$ cat config.mk
export PLATFORM = sky130hd
export DESIGN_NAME = fetch_exc_stage
export DESIGN_NICKNAME = d
export VERILOG_FILES = /design/src/rtl/fetch_exc_stage.sv
export SDC_FILE = /design/constraint.sdc
export NUM_CORES = 1
export LEC_CHECK = 0
export ABC_AREA = 1
export BUFFER_PORTS_ARGS = -buffer_cell sky130_fd_sc_hd__buf_2
export CORE_MARGIN = 5
export CORE_UTILIZATION = 29
export CTS_BUF_LIST = sky130_fd_sc_hd__clkbuf_4
export CTS_CLUSTER_SIZE = 40
export DETAILED_ROUTE_END_ITERATION = 6
export HOLD_SLACK_MARGIN = 0.12
export SLEW_MARGIN = 20
export SYNTH_ARGS = -nofsm -noshare
export SYNTH_HDL_FRONTEND = slang
export SYNTH_SLANG_ARGS = --single-unit
$ cat constraint.sdc
create_clock -name clk -period 1.7 [get_ports clk]
set_clock_uncertainty 0.15 [all_clocks]
set_input_delay 0.085 -clock clk [delete_from_list [all_inputs] [get_ports clk]]
set_output_delay 0.085 -clock clk [all_outputs]
set_load 0.01 [all_outputs]
$ cat src/rtl/fetch_exc_stage.sv
// Fetch-stage exception unit and F/D pipeline register: range/alignment check on
// the fetched PC, wrong-path squash after ERET, and fetch blanking after a fault.
module fetch_exc_stage #(
  parameter int unsigned             ADDR_W     = 32,
  parameter int unsigned             NREG       = 1,
  parameter logic [NREG*ADDR_W-1:0]  REG_BASE   = 32'h0000_3000,
  parameter logic [NREG*ADDR_W-1:0]  REG_LIMIT  = 32'h0000_4fff,
  parameter int unsigned             ALIGN_BITS = 2,
  parameter int unsigned             CODE_W     = 5,
  parameter logic [CODE_W-1:0]       EXC_ADEL   = CODE_W'(4),
  parameter logic [CODE_W-1:0]       EXC_NULL   = CODE_W'(0),
  parameter int unsigned             CNT_W      = 16
) (
  input  logic              clk,
  input  logic              reset,
  input  logic [ADDR_W-1:0] f_pc,
  input  logic              f_valid,
  input  logic              eret_d,
  input  logic              stall,
  input  logic              flush,
  output logic [ADDR_W-1:0] d_pc,
  output logic              d_valid,
  output logic [CODE_W-1:0] d_exc_code,
  output logic [CNT_W-1:0]  exc_count,
  output logic              hold_state
);

  typedef enum logic {RUN, HOLD} state_t;

  state_t state, state_nx;

  logic              in_region;
  logic              misaligned;
  logic              bad_pc;
  logic              load;
  logic              cnt_inc;
  logic              d_valid_nx;
  logic [CODE_W-1:0] d_code_nx;

  always_comb begin
    in_region = 1'b0;
    for (int unsigned i = 0; i < NREG; i++) begin
      if (f_pc >= REG_BASE[i*ADDR_W +: ADDR_W] && f_pc <= REG_LIMIT[i*ADDR_W +: ADDR_W])
        in_region = 1'b1;
    end
  end

  assign misaligned = |f_pc[ALIGN_BITS-1:0];
  assign bad_pc     = f_valid && (misaligned || !in_region);

  // flush overrides stall, so the D register loads on either condition
  assign load = flush || !stall;

  always_ff @(posedge clk or negedge reset) begin
    if (!reset) state <= RUN;
    else        state <= state_nx;
  end

  always_comb begin
    state_nx = state;
    if (flush)
      state_nx = RUN;
    else if (!stall && state == RUN && !eret_d && bad_pc)
      state_nx = HOLD;
  end

  always_comb begin
    d_valid_nx = 1'b0;
    d_code_nx  = EXC_NULL;
    cnt_inc    = 1'b0;
    if (!flush && !stall && state == RUN && !eret_d) begin
      if (bad_pc) begin
        d_valid_nx = 1'b1;
        d_code_nx  = EXC_ADEL;
        cnt_inc    = 1'b1;
      end else begin
        d_valid_nx = f_valid;
      end
    end
  end

  always_ff @(posedge clk or negedge reset) begin
    if (!reset) begin
      d_pc       <= '0;
      d_valid    <= 1'b0;
      d_exc_code <= EXC_NULL;
    end else if (load) begin
      d_pc       <= f_pc;
      d_valid    <= d_valid_nx;
      d_exc_code <= d_code_nx;
    end
  end

  always_ff @(posedge clk or negedge reset) begin
    if (!reset)
      exc_count <= '0;
    else if (cnt_inc && exc_count != '1)
      exc_count <= exc_count + 1'b1;
  end

  assign hold_state = (state == HOLD);

endmodule

==> flow_metrics.py <==
metrics = {
    "die": {
        "num_rows": 34,
        "start_util_pct": 29.4,
        "die_w_um": 103,
        "pin_count": 93,
        "dieArea_mm2": 0.0107,
        "core_area_mm2": 0.00859,
        "die-height_um": 103,
    },
    "pwr": {
        "swShare_pct": 30.3,
        "comb_power_share_pct": 22.8,
        "clock_power_share_pct": 23.8,
        "p_int_uw": 1780,
        "seqPwrFrac_pct": 53.4,
        "ir_drop_uv": 282,
        "power_uw": 2560,
        "p_switching_uw": 774,
        "leakage_uw": 0.00195,
        "p_per_area_mw_per_mm2": 673,
    },
    "placed_design": {
        "place_congestion": 0.857,
        "portBuffers": 88,
        "dp_slack_ps": 28.0,
        "place_hpwl_mm": 5.11,
        "placed_area_mm2": 0.00318,
        "dp.cells": 498,
    },
    "worst_setup_path": {
        "critPathKind": "input port to register",
        "reg2reg_slack_ps": 90,
        "endpoint_kind": "register",
        "start_kind": "input port",
        "worstReg2RegStart": "hold_state",
        "cp_max_fo": 11,
        "critPathRequiredTime_ps": 1880,
        "timing.rr.end": "d_valid",
        "worstPathArrival_ps": 1830,
        "r2r_cells": 4,
    },
    "logic_synthesis": {
        "synth_area_leaders": "dfrtp_1 (51%), nand2_1 (12%), mux2_2 (8.9%)",
        "syn_inst": 294,
        "ys.flop_type": "dfrtp_1",
        "async_reset_ff_share_pct": 100,
        "synth-edff-count": 0,
        "ys_seq_elements": 51,
        "yosysSeqAreaShare_pct": 50.5,
        "yosysTopAreaCell": "dfrtp_1",
        "synthDistinctLibCells": 24,
        "avgSynthCellArea_um2": 8.59,
        "yosysMostFrequentCell": "nand2_1",
        "ys_top_cells_by_count": "nand2_1 (81), dfrtp_1 (51), nor2_1 (39)",
        "synth_warnings": 0,
        "yosysTopAreaCellShare_pct": 50.5,
        "synth_area_mm2": 0.00252,
    },
    "final_layout": {
        "nNetsFinal": 486,
        "diodes": 0,
        "area_growth_pct": 50.4,
        "multiInputGateArea_mm2": 0.00110,
        "final_area_mm2": 0.00380,
        "nFillCells": 837,
        "ff_latch_area_mm2": 0.00128,
        "drive_gt1_share_pct": 32.4,
        "stdcell_count": 556,
    },
    "clock_tree": {
        "cts-root-buf": "clkbuf_4",
        "clkTransAtPathRegs_ps": 170,
        "cts.sinks": 51,
        "cts_buffer_depth": 2,
        "cts_tree": "built",
        "worstSkewPairLatency_ps": 370,
        "cts_buffers": 5,
        "cts-htree-levels": 2,
    },
    "grt": {
        "grt_pass1_wl_mm": 12.0,
        "grt_max_degree": 45,
        "track_usage_pct": 14.4,
        "globalRouteOverflowTotal": 0,
        "antenna_found_initial": 0,
        "grt_pass1_vias": 2630,
    },
    "timing": {
        "setup_violations": 0,
        "hold_viol": 0,
        "drv_slew": 0,
        "max_clock_freq_ghz": 0.608,
        "tns_ps": 0,
        "rsz0062_at_grt": "no",
        "worst_slack_ps": 56.0,
        "finalCriticalPeriod_ps": 1640,
        "period_share_pct": 96.7,
    },
    "flow_run": {
        "drv_cap": 0,
    },
    "hold_path": {
        "min_delay_worst_endpoint": "hold_state",
        "hold_depth": 7,
        "min_from": "eret_d",
        "hold_path.class": "input port to register",
    },
    "detailed_routing": {
        "first_iter_violations": 69,
        "vias": 2540,
        "ant_nets": 0,
        "drtPass1Iterations": 4,
        "wl_per_cell_um": 13.8,
        "drc": 0,
        "viasPerCell": 4.57,
        "wl_mm": 7.66,
    },
    "outcome": {
        "status": "completed",
    },
}
-- how the worst max path moves through the flow --
stage	start	end	slack, ps	cells after the start
CTS	exc_count[0]	exc_count[10]	8	7
global placement	exc_count[0]	exc_count[11]	80	7
detailed placement	exc_count[0]	exc_count[13]	30	7
global route	exc_count[4]	exc_count[13]	9	7
floorplan	exc_count[0]	exc_count[3]	7	7
finish	flush	d_pc[12]	60	7
-- final cells by class --
cell class	count	area share (%)
clock buffers	5	0.988
repair buffers	155	29.2
inverters	30	2.97
multi-input cells	204	28.9
well taps	108	3.56
clock inverters	3	0.725
flip-flops and latches	51	33.6
-- critical path: stages --
cell	delay, ps
dlygate4sd3_1	540
buf_2	150
inv_2	90
nand2_4	90
clkbuf_16	180
a21oi_1	130
dlygate4sd3_1	550
-- what timing repair did --
| action | CTS | global route |
|---|---|---|
| endpoints found under the hold margin | 86 | 0 |
| hold buffers | 46 | 0 |
| setup endpoints to repair | 0 | 23 |
| resized for setup | 0 | 8 |
| buffers inserted | 0 | 2 |
-- layout by cell type, fill, tap and decap left out, drive strengths merged --
master,n
buf,107
nand2,81
dfrtp,51
dlygate4sd3,46
nor2,41
inv,31
mux2,20
nand3,20
a21oi,12
nand4,12
xor2,7
clkbuf,7
conb,4
nand3b,3
o21ai,2
nor3,1
clkinv,1
ha,1
clkinvlp,1
-- flip-flops by register name, summed over array words and instances, names as in the netlist --
register,flops
d_pc,32
d_exc_code,1
d_valid,1
exc_count,16
hold_state,1
-- kinds of logic after synthesis --
kind of cell,Yosys count,synth area share [%]
xor+xnor,7,2.43
fa+ha+maj,1,0.495
flops,51,50.5
other cells,1,0.149
mux,20,8.92
compound gates,14,2.77
simple gates,158,27.4
buf+inv,42,7.33
-- per-layer routing --
metal / global-route usage [%] / part of all wire (%) / wire [µm] / vias up
met5: 0 / 0 / 0 / -
met4: 6.67 / 3.3 / 250 / 0
met3: 2.08 / 3.8 / 294 / 21
met2: 26.7 / 52 / 3950 / 73
met1: 16.1 / 41 / 3160 / 1207
li1: - / - / - / 1239
-- power groups by stage --
stage | sequential (µW) | clock [µW] | combinational, µW
3_5_place_dp | 1390 | 0 | 478
4_1_cts | 1360 | 649 | 566
5_1_grt | 1380 | 677 | 647
2_1_floorplan | 1440 | 0 | 172
3_3_place_gp | 1380 | 0 | 475
6_report | 1360 | 610 | 582
-- stage by stage --
step / util, % / hold slack [ps]
finish: 44.2 / 163
global route: 44.2 / 189
CTS: 43.1 / 144
detailed placement: 37.0 / -175
global placement: 37.0 / -176
floorplan: - / -361
(Power assumes the default switching activity.)
